File: src/rtl/ins_fetch.sv
// Instruction fetch stage: owns the program counter and reads opcode/operand bytes from
// program ROM over a rd/ready handshake, holding the opcode stable for the decoder.
module ins_fetch #(
    parameter logic [15:0] PC_RESET = 16'h0000,
    parameter int unsigned TIMEOUT  = 8
) (
    input  logic        clk,
    input  logic        rst,
    input  logic        fetch_req,
    input  logic        arg_req,
    input  logic        jump_en,
    input  logic [15:0] jump_addr,
    output logic        rom_rd,
    output logic [15:0] rom_addr,
    input  logic [7:0]  rom_data,
    input  logic        rom_ready,
    output logic [7:0]  instruction,
    output logic        ins_valid,
    output logic [7:0]  arg_data,
    output logic        arg_valid,
    output logic [15:0] pc,
    output logic        busy,
    output logic        fetch_err
);

    typedef enum logic [2:0] {
        StIdle,
        StOpReq,
        StOpWait,
        StValid,
        StArgReq,
        StArgWait
    } state_e;

    localparam logic [7:0] TimeoutLast = 8'(TIMEOUT - 1);

    state_e     state;
    logic [7:0] wait_cnt;

    always_ff @(posedge clk) begin
        if (rst) begin
            state       <= StIdle;
            pc          <= PC_RESET;
            rom_addr    <= PC_RESET;
            rom_rd      <= 1'b0;
            instruction <= 8'h00;
            ins_valid   <= 1'b0;
            arg_data    <= 8'h00;
            arg_valid   <= 1'b0;
            busy        <= 1'b0;
            fetch_err   <= 1'b0;
            wait_cnt    <= 8'h00;
        end else begin
            rom_rd    <= 1'b0;
            arg_valid <= 1'b0;
            fetch_err <= 1'b0;
            case (state)
                StIdle, StValid: begin
                    // Only the highest-priority request is acted on; arg_req needs an opcode.
                    if (jump_en) begin
                        pc <= jump_addr;
                    end else if (fetch_req) begin
                        state     <= StOpReq;
                        rom_rd    <= 1'b1;
                        rom_addr  <= pc;
                        busy      <= 1'b1;
                        ins_valid <= 1'b0;
                    end else if (arg_req && state == StValid) begin
                        state    <= StArgReq;
                        rom_rd   <= 1'b1;
                        rom_addr <= pc;
                        busy     <= 1'b1;
                    end
                end
                StOpReq: begin
                    state    <= StOpWait;
                    wait_cnt <= 8'h00;
                end
                StArgReq: begin
                    state    <= StArgWait;
                    wait_cnt <= 8'h00;
                end
                StOpWait, StArgWait: begin
                    if (rom_ready) begin
                        if (state == StOpWait) begin
                            instruction <= rom_data;
                        end else begin
                            arg_data  <= rom_data;
                            arg_valid <= 1'b1;
                        end
                        pc        <= pc + 16'h0001;
                        ins_valid <= 1'b1;
                        busy      <= 1'b0;
                        state     <= StValid;
                    end else if (wait_cnt == TimeoutLast) begin
                        // Abort: pc stays on the byte that failed so it can be retried.
                        fetch_err <= 1'b1;
                        ins_valid <= 1'b0;
                        busy      <= 1'b0;
                        state     <= StIdle;
                    end else begin
                        wait_cnt <= wait_cnt + 8'h01;
                    end
                end
                default: state <= StIdle;
            endcase
        end
    end

endmodule

File: config.mk
export PLATFORM = sky130hd
export DESIGN_NAME = ins_fetch
export DESIGN_NICKNAME = d
export VERILOG_FILES = /design/src/rtl/ins_fetch.sv
export SDC_FILE = /design/constraint.sdc
export NUM_CORES = 1
export LEC_CHECK = 0
export BUFFER_PORTS_ARGS = -buffer_cell sky130_fd_sc_hd__buf_2
export CORE_ASPECT_RATIO = 1.5
export CORE_MARGIN = 2
export CORE_UTILIZATION = 29
export CTS_CLUSTER_DIAMETER = 80
export DETAILED_ROUTE_END_ITERATION = 6
export PLACE_DENSITY = 0.49
export SLEW_MARGIN = 20
export SYNTH_ARGS = -nofsm -noshare
export SYNTH_HDL_FRONTEND = slang
export SYNTH_SLANG_ARGS = --single-unit
File: constraint.sdc
create_clock -name clk -period 4.3 [get_ports clk]
set_input_delay 0.86 -clock clk [delete_from_list [all_inputs] [get_ports clk]]
set_output_delay 0.86 -clock clk [all_outputs]
set_load 0.01 [all_outputs]
## Word level (Yosys, flattened, before mapping)

Index checks and enable logic that the tools add are counted.

- Bits in registers: 64
- Input port bits: 30
- Output and inout port bits: 53
- Word-level logic and storage cells: 79

- Add/subtract/negate cells: 2
- Equal/unequal tests: 14
- Multiplexer cells: 28
- Bitwise logic cells: 5
- Reductions and logical operators: 19

Operator list:

| kind | number |
|---|---|
| $mux 16 | 4 |
| $pmux 16 s2 | 1 |
| $reduce_and 3->1 | 6 |
| $add 16x1->16 const B | 1 |
| $mux 8 | 2 |
| $pmux 8 s2 | 1 |
| $mux 3 | 5 |
| $mux 1 | 12 |
| $ne 2x2->1 const B | 6 |
| $pmux 3 s4 | 1 |
| $reduce_or 3->1 | 3 |
| $add 8x1->8 const B | 1 |
| $eq 8x3->1 const B | 1 |
| $reduce_and 4->1 | 2 |
| $eq 3x2->1 const B | 2 |
| $eq 3x3->1 const B | 2 |
| $ne 3x3->1 const B | 2 |
| $reduce_bool 2->1 | 3 |
| $reduce_or 2->1 | 3 |
| $not 1->1 | 5 |
| $pmux 1 s2 | 2 |
| $eq 3x1->1 const B | 1 |
| $logic_not 3->1 | 1 |
| $logic_and 1x1->1 | 1 |

## Longest topological paths before layout

- Word-level depth: 6
- Depth in mapped cells: 8
- Gate-level depth less buffers: 6

## Least setup slack after synthesis

Ideal clock, no wire load.

- Path kind: input to register
- Start point: in rom_ready
- End point: reg pc[12]
- Data arrival time: 1.857 ns
- Data required time: 4.172 ns
- Setup slack: 2.316 ns
- Cell stages on the path: 6
- Path buffers: 1
- Cells stage by stage: mux2i_1 -> o311ai_1 -> clkbuf_1 -> o21ai_0 -> a22oi_1 -> nor2_1

- Longest elaborated chain between the ends: 2

RTL lines:

| what | RTL line | text |
|---|---|---|
| start: declaration | 16 | `input logic rom_ready,` |
| $ne 2x2->1 (no line) | n/a |  |
| $reduce_and 3->1 (no line) | n/a |  |
| end signal: assignment | 61 | `pc <= jump_addr;` |
| end signal: assignment | 91 | `pc <= pc + 16'h0001;` |
| end: declaration | 21 | `output logic [15:0] pc,` |

Every way passes these cells.
A chain may end at the register's enable or synchronous reset.

## Worst setup path in the final report

- Start point: reg state[0]
- End point: reg pc[2]

- Longest elaborated chain between the ends: 4

RTL lines:

| what | RTL line | text |
|---|---|---|
| start: declaration | 37 | `state_e state;` |
| start signal: assignment | 42 | `state <= StIdle;` |
| start signal: assignment | 63 | `state <= StOpReq;` |
| start signal: assignment | 69 | `state <= StArgReq;` |
| $eq 3x2->1 (tied with other cells) | 57 | `case (state)` |
| $reduce_or 2->1 | 57 |  |
| $ne 2x2->1 (no line) or $reduce_bool 2->1 (tied branches) | n/a |  |
| $reduce_and 3->1 (no line) | n/a |  |

Parallel ways exist; a longest one is shown, timed or not.

==> results by group <==
Synthesis
  • Number of synthesized flops with an enable pin: 0
  • Cell taking the most area after synthesis: dfxtp_1
  • Avg Inst Size Synth: 8.078 um2
  • Top-area cell type share of the netlist area: 0.4230
  • Ys flop type: dfxtp_1
  • Synthesized area: 3029 um2
  • Post-Synthesis Cells: 375
  • Fraction of registers with async set/reset: 0
  • Sequential share of the synthesized area: 0.4230
  • Most area-consuming cells after synthesis: dfxtp_1 42%, a21oi_1 6.8%, nand2_1 6.2%, mux2i_1 5.6%, nor2_1 5.0%
  • Yosys Warn Count: 0
  • Cell variety after synth: 53
  • Syn_nets: 407
  • #FFs+latches synth: 64

Cells and area
  • Fillcell total: 1086
  • Number of inserted diodes: 0
  • Proportion of layout cells with a drive suffix above 1: 0.2328
  • Fin util: 0.3752
  • Area grow syn2layout: 25.53%
  • Nets@finish: 478
  • Non-filler cells, final: 568

Timing
  • Setup TNS: 0 ns
  • Max Slew Vio Count: 0
  • Final critical-path share of the clock period: 0.6277
  • Worst Tran Pin Value: 0.9906 ns
  • RSZ-0062 raised after global routing: false
  • Clock skew: 0.005996 ns
  • Peak Freq: 0.3705 GHz
  • Minimum clock period after layout: 2.699 ns
  • Final-report hold violation count: 0
  • Max-slew headroom: 0.3396
  • Setup violators final: 0
  • Worst hold slack: 0.4489 ns

Floorplan
  • Die area: 11300 um2
  • Initial Util: 0.2989
  • FP Rows: 45
  • Ports: 83
  • Die Width: 87.45 um
  • Die H: 129.2 um
  • Core Box Area: 10130 um2

Global route
  • Vias in the first global route: 2691
  • Largest net degree at the start of global routing: 41
  • Global-route wire length before repair: 13730 um
  • GR Util All Layers: 0.1572
  • Overflow after GRT: 0
  • Initial antenna violation count: 0

Power
  • Internal power: 1.454 mW
  • Sw frac: 0.3803
  • Reg power frac: 0.363
  • Comb pwr share: 0.320
  • Pwr per Cell Area: 616.9 nW/um2
  • Clock power share: 0.317
  • Psw: 892.1 uW
  • LEAKAGE: 1.635 nW
  • Peak VDD IR: 0.2574 mV

Clocking
  • Total clock buffers created by CTS: 9
  • Clock root buffer: clkbuf_16
  • # hold bufs at CTS: 0
  • Worst-path clk slew: 0.06 ns
  • Clock insertion delay at the later pin of the skew report: 0.34 ns
  • Sink Count: 64
  • Number of H-tree branching levels: 3
  • CTS tree: done
  • Maximum clock insertion buffer count: 2
  • Post-CTS Setup Bufs: 0
  • CTS resizes: 0

Routing
  • DR DRC count: 0
  • Detailed Route WL: 8603 um
  • Vias: 2961
  • Post-route ant nets: 0
  • DRT iter0 DRCs: 255
  • Wire per inst: 15.15 um
  • First drt pass iteration count: 4
  • Vias per Instance: 5.213

Status
  • Status: finished clean

Worst setup path
  • Worst reg-to-reg path cell count: 5
  • Crit. End Element: flop
  • Worst-path maximum fanout: 29
  • Element type at the critical path start: flop
  • Worst Path Class, Setup: reg -> reg
  • CP Launch Point: state[0]
  • Critical path endpoint: pc[2]
  • R2R Path Start: state[0]
  • Crit path DAT: 2.89 ns
  • Reg-to-reg endpoint: pc[2]
  • R2R Setup Slk: 1.60 ns
  • Required time worst endpoint: 4.49 ns

Placed design
  • Detail Placement HPWL: 6055 um
  • PortBufs: 82
  • Gpl congestion: 0.8359
  • Placed cell count: 552

Worst hold path
  • HP Class: reg -> reg

Job
  • Max-cap viol count: 0
## cell usage after synthesis (4+ instances only)
master    instances
dfxtp_1          64
nand3_1          17
and3_1            4
nor2_1           40
nor3_1            6
clkbuf_1         12
nand2b_1          9
mux2i_1          17
nor4_1            5
xor2_1            4
nand2_1          50
buf_2             8
nand4_1           4
a22oi_1           7
o21ai_0          15
nand3b_1          7
inv_1             7
a21oi_1          41
a31oi_1           4
## per-stage QoR
| step | cell area [um2] | total power, mW | worst slack [ns] |
|---|---|---|---|
| 3_5_place_dp | 3497 | 1.616 | 1.594 |
| 4_1_cts | 3802 | 2.369 | 1.634 |
| 6_report | 3802 | 2.346 | 1.601 |
| 2_1_floorplan | 3029 | 1.387 | 2.316 |
| 5_1_grt | 3802 | 2.503 | 1.347 |
| 3_3_place_gp | 3497 | 1.604 | 1.610 |
## area by class of cell
type	instances	area (um2)	share of cell area
Sequential cell	64	1281	0.3370
Timing Repair Buffer	84	425.4	0.1119
Inverter	7	26.28	0.006910
Tap cell	117	146.4	0.03850
Clock buffer	9	225.2	0.05923
Clock inverter	7	80.08	0.02106
Multi-Input combinational cell	280	1618	0.4255
## placed cells by master, fill, tap and decap left out, drive strengths merged, types with 8 or more instances in the layout
cell    netlist  final
a21oi        42     42
buf          12     84
clkbuf       12      9
dfxtp        64     64
inv           7      8
mux2i        17     17
nand2        50     50
nand2b        9      9
nand3        17     17
nor2         41     41
o21ai        18     18
## cells by family after synthesis
kind of cell,share of synthesized area
xor gates and xnor gates,0.01735
buffers and inverters,0.04544
and+or+nand+nor,0.2466
AOI/OAI and AO/OA,0.1999
adders and majority gates,0.01156
muxes,0.05617
DFF,0.4230
## worst max-delay path, cell delays in order, from the launching register on
cell     delay (ns)
dfxtp_1        0.74
or3b_1         0.46
and2_1         0.85
o21ai_0        0.23
a22oi_1        0.22
nor2_1         0.05
## routing by layer
layer	track usage	share of wire	vias to the layer above	routed length, um
li1	-	-	1476	-
met4	0.08235	0.032	0	277
met2	0.2473	0.48	107	4150
met5	0	0	-	0
met3	0.04076	0.052	22	449
met1	0.1957	0.43	1356	3725
## power by group through the flow
stage | Sequential, mW | Clock, mW | Combinational (mW)
2_1_floorplan | 0.835 | 0 | 0.552
3_3_place_gp | 0.861 | 0 | 0.744
3_5_place_dp | 0.865 | 0 | 0.752
4_1_cts | 0.851 | 0.762 | 0.755
5_1_grt | 0.876 | 0.783 | 0.844
6_report | 0.852 | 0.743 | 0.751
## worst min path at each step
| stage | start | to | slack, ns | cells after the start |
|---|---|---|---|---|
| floorplan | wait_cnt[7] | wait_cnt[7] | 0.46 | 2 |
| global placement | arg_data[4] | arg_data[4] | 0.44 | 2 |
| detailed placement | arg_data[5] | arg_data[5] | 0.44 | 2 |
| CTS | arg_data[5] | arg_data[5] | 0.45 | 2 |
| global route | arg_data[0] | arg_data[0] | 0.47 | 2 |
| finish | arg_data[5] | arg_data[5] | 0.45 | 2 |
## registers in the layout, summed over array words and instances (netlist names)
name and flops:
arg_valid 1, fetch_err 1, wait_cnt 8, rom_addr 16, pc 16, ins_valid 1, state 3, busy 1
arg_data 8, instruction 8, rom_rd 1
Note: power is estimated with default switching activity, not from simulation.
